===== config.mk =====
export PLATFORM = sky130hd
export DESIGN_NAME = flip_event_arbiter
export DESIGN_NICKNAME = d
export VERILOG_FILES = /design/src/rtl/flip_event_arbiter_pkg.sv /design/src/rtl/flip_event_arbiter_rr_pick.sv /design/src/rtl/flip_event_arbiter.sv
export SDC_FILE = /design/constraint.sdc
export NUM_CORES = 1
export LEC_CHECK = 0
export ABC_AREA = 1
export CAP_MARGIN = 25
export CORE_MARGIN = 10
export CORE_UTILIZATION = 55
export CTS_BUF_LIST = sky130_fd_sc_hd__clkbuf_16
export DETAILED_ROUTE_END_ITERATION = 10
export PLACE_DENSITY = 0.88
export SLEW_MARGIN = 20
export SYNTH_ARGS = -nofsm -noshare
export SYNTH_HDL_FRONTEND = slang
export SYNTH_HIERARCHICAL = 1
export SYNTH_SLANG_ARGS = --single-unit
export TNS_END_PERCENT = 5

===== constraint.sdc =====
create_clock -name clk -period 2.3 [get_ports clk]
set_input_delay 0.46 -clock clk [delete_from_list [all_inputs] [get_ports clk]]
set_output_delay 0.46 -clock clk [all_outputs]
set_load 0.03 [all_outputs]

===== src/rtl/flip_event_arbiter_pkg.sv =====
// -----------------------------------------------------------------------------
// flip_event_arbiter_pkg
//   Shared definitions for the flip-handshake event arbiter:
//   - default constants for requester count, WAIT timeout and the width of
//     the optional per-requester merged-event counters
//   - FSM state encoding
//   - saturating increment helper for the merged-event counters
// -----------------------------------------------------------------------------
package flip_event_arbiter_pkg;

  // Default number of event requesters.
  localparam int NUM_REQ_DEF = 4;

  // Default number of clk cycles tolerated in WAIT before a timeout.
  localparam int TIMEOUT_DEF = 1024;

  // Width of each merged-event counter (saturates at all ones).
  localparam int DROP_CNT_W  = 8;

  // Arbiter FSM states.
  typedef enum logic [1:0] {
    ST_IDLE = 2'd0,
    ST_WAIT = 2'd1,
    ST_HALT = 2'd2
  } state_e;

  // Increment that sticks at the maximum value instead of wrapping.
  function automatic logic [DROP_CNT_W-1:0] sat_inc(input logic [DROP_CNT_W-1:0] v);
    if (v == {DROP_CNT_W{1'b1}}) begin
      sat_inc = v;
    end else begin
      sat_inc = v + DROP_CNT_W'(1);
    end
  endfunction

endpackage


===== src/rtl/flip_event_arbiter_rr_pick.sv =====
// -----------------------------------------------------------------------------
// rr_pick
//   Combinational round-robin picker. Scans the pending vector starting at
//   last_grant_i+1 and wrapping from NUM_REQ-1 back to 0; the first set bit
//   found wins. last_grant_i itself is examined last, so a requester that was
//   just served only wins again when nobody else is waiting.
//
// Ports
//   pending_i     in  NUM_REQ  candidate requests
//   last_grant_i  in  ID_W     index granted most recently
//   valid_o       out 1        at least one pending bit is set
//   idx_o         out ID_W     chosen index (0 when valid_o is low)
// -----------------------------------------------------------------------------
module rr_pick
  import flip_event_arbiter_pkg::*;
#(
  parameter int NUM_REQ = NUM_REQ_DEF,
  parameter int ID_W    = 2
) (
  input  logic [NUM_REQ-1:0] pending_i,
  input  logic [ID_W-1:0]    last_grant_i,
  output logic               valid_o,
  output logic [ID_W-1:0]    idx_o
);

  int          cand_s;
  logic [ID_W-1:0] cand_idx_s;

  // Walk the offsets 1..NUM_REQ from the last grant and keep the first hit.
  always_comb begin
    valid_o    = 1'b0;
    idx_o      = '0;
    cand_s     = 0;
    cand_idx_s = '0;
    for (int off = 1; off <= NUM_REQ; off++) begin
      cand_s     = (int'(last_grant_i) + off) % NUM_REQ;
      cand_idx_s = ID_W'(cand_s);
      if (!valid_o && pending_i[cand_idx_s]) begin
        valid_o = 1'b1;
        idx_o   = cand_idx_s;
      end else begin
        valid_o = valid_o;
        idx_o   = idx_o;
      end
    end
  end

endmodule


===== src/rtl/flip_event_arbiter.sv =====
// -----------------------------------------------------------------------------
// flip_event_arbiter
//   Collects rising edges on NUM_REQ event lines into a pending vector and
//   forwards them one at a time to a consumer over a toggle (flip) handshake.
//   A request is outstanding while req_flip != ack_flip; the consumer ends it
//   by making ack_flip equal req_flip. Requesters are served round-robin.
//   If the consumer does not answer within TIMEOUT cycles the arbiter raises
//   a sticky timeout_err and parks in HALT until clr_err, which withdraws the
//   outstanding request by copying ack_flip into req_flip.
//
// Optional feature (macro FLIP_EVENT_ARBITER_DROP_CNT_EN):
//   adds output drop_cnt, one saturating 8-bit counter per requester counting
//   events merged into an already pending bit; cleared by reset and clr_err.
//
// Ports
//   clk          in  1                 rising-edge clock
//   rstn         in  1                 asynchronous active-low reset
//   ev_in        in  NUM_REQ           event levels, one event per rising edge
//   ack_flip     in  1                 consumer acknowledge toggle
//   clr_err      in  1                 clears timeout_err, leaves HALT
//   req_flip     out 1                 request toggle
//   ev_id        out ID_W              requester carried by the current request
//   busy         out 1                 FSM not in IDLE
//   pending      out NUM_REQ           latched, not yet granted events
//   timeout_err  out 1                 sticky timeout flag
//   drop_cnt     out NUM_REQ*8         merged-event counters (macro only)
// -----------------------------------------------------------------------------
module flip_event_arbiter
  import flip_event_arbiter_pkg::*;
#(
  parameter int NUM_REQ = NUM_REQ_DEF,
  parameter int ID_W    = 2,            // must equal $clog2(NUM_REQ)
  parameter int TIMEOUT = TIMEOUT_DEF
) (
  input  logic                         clk,
  input  logic                         rstn,
  input  logic [NUM_REQ-1:0]           ev_in,
  input  logic                         ack_flip,
  input  logic                         clr_err,
  output logic                         req_flip,
  output logic [ID_W-1:0]              ev_id,
  output logic                         busy,
  output logic [NUM_REQ-1:0]           pending,
  output logic                         timeout_err
`ifdef FLIP_EVENT_ARBITER_DROP_CNT_EN
  ,
  output logic [NUM_REQ*DROP_CNT_W-1:0] drop_cnt
`endif
);

  // The WAIT counter holds 0..TIMEOUT-1; reaching the top value with the
  // request still unanswered is the timeout.
  localparam int              CNT_W   = $clog2(TIMEOUT);
  localparam logic [CNT_W-1:0] CNT_MAX = CNT_W'(TIMEOUT - 1);

  state_e              state_q,       state_d;
  logic                req_flip_q,    req_flip_d;
  logic [ID_W-1:0]     ev_id_q,       ev_id_d;
  logic                busy_q,        busy_d;
  logic [NUM_REQ-1:0]  pending_q,     pending_d;
  logic                timeout_err_q, timeout_err_d;
  logic [ID_W-1:0]     last_grant_q,  last_grant_d;
  logic [CNT_W-1:0]    cnt_q,         cnt_d;
  logic [NUM_REQ-1:0]  ev_prev_q;

  logic [NUM_REQ-1:0]  rise_s;
  logic [NUM_REQ-1:0]  grant_mask_s;
  logic                pick_valid_s;
  logic [ID_W-1:0]     pick_idx_s;

  // Event edges: current sample high, previous sample low.
  assign rise_s = ev_in & ~ev_prev_q;

  rr_pick #(
    .NUM_REQ (NUM_REQ),
    .ID_W    (ID_W)
  ) u_rr_pick (
    .pending_i    (pending_q),
    .last_grant_i (last_grant_q),
    .valid_o      (pick_valid_s),
    .idx_o        (pick_idx_s)
  );

  // Next-state logic for the FSM, the handshake outputs and the pending set.
  always_comb begin
    state_d       = state_q;
    req_flip_d    = req_flip_q;
    ev_id_d       = ev_id_q;
    last_grant_d  = last_grant_q;
    cnt_d         = cnt_q;
    grant_mask_s  = '0;

    // clr_err clears the flag in every state; HALT adds its own exit below.
    if (clr_err) begin
      timeout_err_d = 1'b0;
    end else begin
      timeout_err_d = timeout_err_q;
    end

    case (state_q)
      ST_IDLE: begin
        if (pick_valid_s) begin
          req_flip_d   = ~req_flip_q;
          ev_id_d      = pick_idx_s;
          last_grant_d = pick_idx_s;
          grant_mask_s = NUM_REQ'(1) << pick_idx_s;
          cnt_d        = '0;
          state_d      = ST_WAIT;
        end else begin
          state_d      = ST_IDLE;
        end
      end

      ST_WAIT: begin
        // The acknowledge only releases the arbiter; the next grant waits
        // for the following IDLE cycle.
        if (ack_flip == req_flip_q) begin
          state_d = ST_IDLE;
        end else if (cnt_q == CNT_MAX) begin
          timeout_err_d = 1'b1;
          state_d       = ST_HALT;
        end else begin
          cnt_d   = cnt_q + CNT_W'(1);
          state_d = ST_WAIT;
        end
      end

      ST_HALT: begin
        // Withdraw the unanswered request without issuing a new one.
        if (clr_err) begin
          req_flip_d = ack_flip;
          state_d    = ST_IDLE;
        end else begin
          state_d    = ST_HALT;
        end
      end

      default: begin
        state_d = ST_IDLE;
      end
    endcase

    // A fresh edge on the requester being granted survives the clear.
    pending_d = (pending_q & ~grant_mask_s) | rise_s;
    busy_d    = (state_d != ST_IDLE);
  end

  // State and output registers.
  always_ff @(posedge clk or negedge rstn) begin
    if (!rstn) begin
      state_q       <= ST_IDLE;
      req_flip_q    <= 1'b0;
      ev_id_q       <= '0;
      busy_q        <= 1'b0;
      pending_q     <= '0;
      timeout_err_q <= 1'b0;
      last_grant_q  <= ID_W'(NUM_REQ - 1);
      cnt_q         <= '0;
      ev_prev_q     <= '0;
    end else begin
      state_q       <= state_d;
      req_flip_q    <= req_flip_d;
      ev_id_q       <= ev_id_d;
      busy_q        <= busy_d;
      pending_q     <= pending_d;
      timeout_err_q <= timeout_err_d;
      last_grant_q  <= last_grant_d;
      cnt_q         <= cnt_d;
      ev_prev_q     <= ev_in;
    end
  end

  assign req_flip    = req_flip_q;
  assign ev_id       = ev_id_q;
  assign busy        = busy_q;
  assign pending     = pending_q;
  assign timeout_err = timeout_err_q;

`ifdef FLIP_EVENT_ARBITER_DROP_CNT_EN
  logic [NUM_REQ-1:0]    drop_s;
  logic [DROP_CNT_W-1:0] drop_q [NUM_REQ];

  // An edge merges when its bit is already pending and not being granted.
  assign drop_s = rise_s & pending_q & ~grant_mask_s;

  // Per-requester saturating merged-event counters.
  always_ff @(posedge clk or negedge rstn) begin
    if (!rstn) begin
      for (int i = 0; i < NUM_REQ; i++) begin
        drop_q[i] <= '0;
      end
    end else if (clr_err) begin
      for (int i = 0; i < NUM_REQ; i++) begin
        drop_q[i] <= '0;
      end
    end else begin
      for (int i = 0; i < NUM_REQ; i++) begin
        if (drop_s[i]) begin
          drop_q[i] <= sat_inc(drop_q[i]);
        end else begin
          drop_q[i] <= drop_q[i];
        end
      end
    end
  end

  for (genvar g = 0; g < NUM_REQ; g++) begin : g_drop_out
    assign drop_cnt[g*DROP_CNT_W +: DROP_CNT_W] = drop_q[g];
  end
`endif

endmodule

==> impl_metrics.env <==
export IMPL_run_status="completed"
export IMPL_syn_mean_instance_area_sq_um=7.85
export IMPL_grt_pass1_vias=1296
export IMPL_end_kind="register"
export IMPL_place_area_sq_mm=0.00178
export IMPL_postSynthCellCount=202
export IMPL_worst_slew_pin_transition_ns=0.342
export IMPL_unrepaired_setup_endpoints_after_global_routing="no"
export IMPL_ys_flop_type="sky130_fd_sc_hd__dfrtp_1"
export IMPL_fp_dieW_um=73.7
export IMPL_layout_cells_most_common_list="sky130_fd_sc_hd__nand2_1 (59), sky130_fd_sc_hd__inv_1 (26), sky130_fd_sc_hd__dfrtp_1 (25)"
export IMPL_timing_final_crit_period_ns=2.02
export IMPL_drt_wl_total_um=3270
export IMPL_worst_endpoint_required_ns=2.44
export IMPL_dp_cells=249
export IMPL_setup_violations_final=0
export IMPL_worstPathArrival_ns=2.16
export IMPL_cts_clk_slew_worst_paths_ns=0.06
export IMPL_hold_path_class="reg2reg"
export IMPL_total_cts_buffers=3
export IMPL_timing_final_crit_share=0.879
export IMPL_hpwl_after_dpl_um=2390
export IMPL_cts_root_buf="sky130_fd_sc_hd__clkbuf_16"
export IMPL_async_reset_ff_frac=1.00
export IMPL_synth_cell_area_sq_mm=0.00159
export IMPL_hp_start="ev_prev_q[1]"
export IMPL_antenna_diode_count=0
export IMPL_worst_hold_slack_ns=0.414
export IMPL_finalSetupTns_ns=0
export IMPL_fmax_mhz=495
export IMPL_starting_drt_drc_count=88
export IMPL_fp_coreArea_sq_mm=0.00276
export IMPL_crit_top_cell="sky130_fd_sc_hd__nand2_1"
export IMPL_p_leak_nw=0.912
export IMPL_crit_buf_inv=1
export IMPL_cts_max_level=1
export IMPL_regToRegEndpoint="pending[1]"
export IMPL_postSynthNetCount=211
export IMPL_worstHoldEndpoint="pending[1]"
export IMPL_dr_pass1_iters=4
export IMPL_slowest_stage="sky130_fd_sc_hd__dfstp_2"
export IMPL_post_route_drc_count=0
export IMPL_worstSetupStartpointType="register"
export IMPL_final_layout_size_suffix_gt1_frac=0.167
export IMPL_routedWlPerCell_um=12.9
export IMPL_clk_path_buf_depth=2
export IMPL_port_buffers=16
export IMPL_number_of_antenna_violations_at_the_first_check_in_global_routing=0
export IMPL_groute_usage_overall=0.131
export IMPL_finish_instance_area_sq_mm=0.00187
export IMPL_viasPerCell=5.26
export IMPL_cp_cell_sequence="nand2_1 > nand2_1 > nand2_1 > nand2_2 > nor2_4 > nand4_1 > nand3_2 > inv_1 > nand2_1 > o21ai_0 > o21ai_0"
export IMPL_ir_drop_mv=1.10
export IMPL_synth_edff_count=0
export IMPL_post_cts_repair_setup_buffers=0
export IMPL_placementRows=19
export IMPL_criticalPathCategory="reg2reg"
export IMPL_global_route_wire_length_before_repair_um=5750
export IMPL_critical_path_top_delay_family="simple AND/OR/NAND/NOR gates"
export IMPL_antenna_violating_nets_post_route=0
export IMPL_synth_distinct_cells=26
export IMPL_layout_filler_cells=218
export IMPL_maximum_number_of_pins_on_one_net_before_global_route_repair=28
export IMPL_worst_flop_to_flop_path_startpoint="last_grant_q[0]"
export IMPL_cap_violations=0
export IMPL_slew_headroom=0.772
export IMPL_instances_no_fill=253
export IMPL_synth_ff_latch_count=27
export IMPL_routed_vias=1332
export IMPL_synth_sequential_area_ratio=0.427
export IMPL_grt_remaining_overflow=0
export IMPL_cts_tree="done"
export IMPL_r2r_setup_slack_ns=0.28
export IMPL_timing_critical_path_fanout_max=11
export IMPL_pwr_density_mw_per_mm2=1370
export IMPL_final_net_count=232
export IMPL_io_pins=17
export IMPL_flow_area_growth_from_synthesis_pct=17.7
export IMPL_hold_path_cell_count=1
export IMPL_globalplace_congestion=0.851
export IMPL_most_common_cell_after_layout_fill_and_taps_aside="sky130_fd_sc_hd__nand2_1"
export IMPL_timing_critical_path_slowest_cell_delay_ns=0.66
export IMPL_final_hold_viol_count=0
export IMPL_clock_sinks=27
export IMPL_clock_insertion_delay_worst_skew_ns=0.26
export IMPL_finalClockSkew_ns=0.00562
export IMPL_initial_util=0.575
export IMPL_die_area_sq_mm=0.00543
export IMPL_die_height_um=73.7
export IMPL_finalMaxSlewViolations=0
export IMPL_yosys_warnings=6
export IMPL_r2r_worst_path_cells=11
## Yosys cell counts (3+ instances only)
| library cell | instances | area (sq um) |
|---|---|---|
| sky130_fd_sc_hd__o21ai_0 | 15 | 75.1 |
| sky130_fd_sc_hd__dfrtp_1 | 25 | 626 |
| sky130_fd_sc_hd__nand2_4 | 7 | 78.8 |
| sky130_fd_sc_hd__nor2_4 | 4 | 45.0 |
| sky130_fd_sc_hd__nand3_1 | 15 | 75.1 |
| sky130_fd_sc_hd__nand2_1 | 59 | 221 |
| sky130_fd_sc_hd__inv_1 | 26 | 97.6 |
| sky130_fd_sc_hd__nor2_1 | 12 | 45.0 |
| sky130_fd_sc_hd__nand4_1 | 5 | 31.3 |
| sky130_fd_sc_hd__nand2_2 | 11 | 68.8 |
| sky130_fd_sc_hd__nand3b_1 | 3 | 22.5 |
## routing by layer
layer,wire [um],global-route usage,part of all wire
met1,1490,0.164,0.46
met2,1590,0.210,0.49
met3,148,0.0310,0.045
met4,34,0.0518,0.010
met5,0,0,0
## worst max-delay path by stage
stage / from / to / cells past startpoint
2_1_floorplan: last_grant_q[0] / req_flip / 13
3_3_place_gp: last_grant_q[0] / pending[1] / 11
3_5_place_dp: last_grant_q[0] / pending[1] / 11
4_1_cts: last_grant_q[0] / pending[1] / 11
5_1_grt: last_grant_q[0] / pending[1] / 11
6_report: last_grant_q[0] / pending[1] / 11
## final cells by class
cell class                      count  area (sq um)  share of cell area
Inverter                           28           110              0.0590
Timing Repair Buffer               18           175              0.0938
Sequential cell                    27           678               0.363
Tap cell                           31          38.8              0.0208
Clock buffer                        3          75.1              0.0402
Clock inverter                      1          5.00             0.00268
Multi-Input combinational cell    145           785               0.420
## through the flow
| step | total power [mW] | setup WS [ns] | utilization |
|---|---|---|---|
| floorplan | 1.79 | 0.525 | - |
| global placement | 2.11 | 0.233 | 0.646 |
| detailed placement | 2.14 | 0.188 | 0.646 |
| CTS | 2.55 | 0.165 | 0.675 |
| global route | 2.75 | 0.0419 | 0.677 |
| finish | 2.55 | 0.278 | 0.677 |
## worst register-to-register path, cell delays in order (launching register included)
cell and delay (ns):
sky130_fd_sc_hd__dfstp_2 0.66, sky130_fd_sc_hd__nand2_1 0.11, sky130_fd_sc_hd__nand2_1 0.11, sky130_fd_sc_hd__nand2_1 0.09, sky130_fd_sc_hd__nand2_2 0.09, sky130_fd_sc_hd__nor2_4 0.05, sky130_fd_sc_hd__nand4_1 0.08, sky130_fd_sc_hd__nand3_2 0.19
sky130_fd_sc_hd__inv_1 0.16, sky130_fd_sc_hd__nand2_1 0.10, sky130_fd_sc_hd__o21ai_0 0.18, sky130_fd_sc_hd__o21ai_0 0.10
## flip-flops by register name, indices dropped and copies added (netlist names)
signal,flops
last_grant_q,2
pending,4
busy,1
ev_id,2
ev_prev_q,4
cnt_q,10
req_flip,1
timeout_err,1
state_q,2
## report_power, final
group | switching (mW) | total (mW) | leakage [nW] | internal [mW]
Sequential | 0.135 | 0.746 | 0.332 | 0.611
Clock | 0.160 | 0.395 | 0.0409 | 0.235
Combinational | 0.923 | 1.41 | 0.539 | 0.484
Total | 1.22 | 2.55 | 0.912 | 1.33
## timing repair
item                                   4_1_cts  5_1_grt
resized for setup                            0        1
endpoints found under the hold margin        0        0
setup endpoints to repair                    0        3
hold buffers                                 0        0
## cells by family (layout without fill, tap and decap cells)
family                     count (synthesis)  after routing  synth area share
AOI/OAI and AO/OA                         24             24            0.0844
buffers and inverters                     30             50            0.0812
and+or+nand+nor                          118            118             0.388
adders and majority gates                  1              1           0.00789
xor gates and xnor gates                   2              2            0.0110
DFF                                       27             27             0.427
No activity file was read; power rests on OpenSTA's default activity.
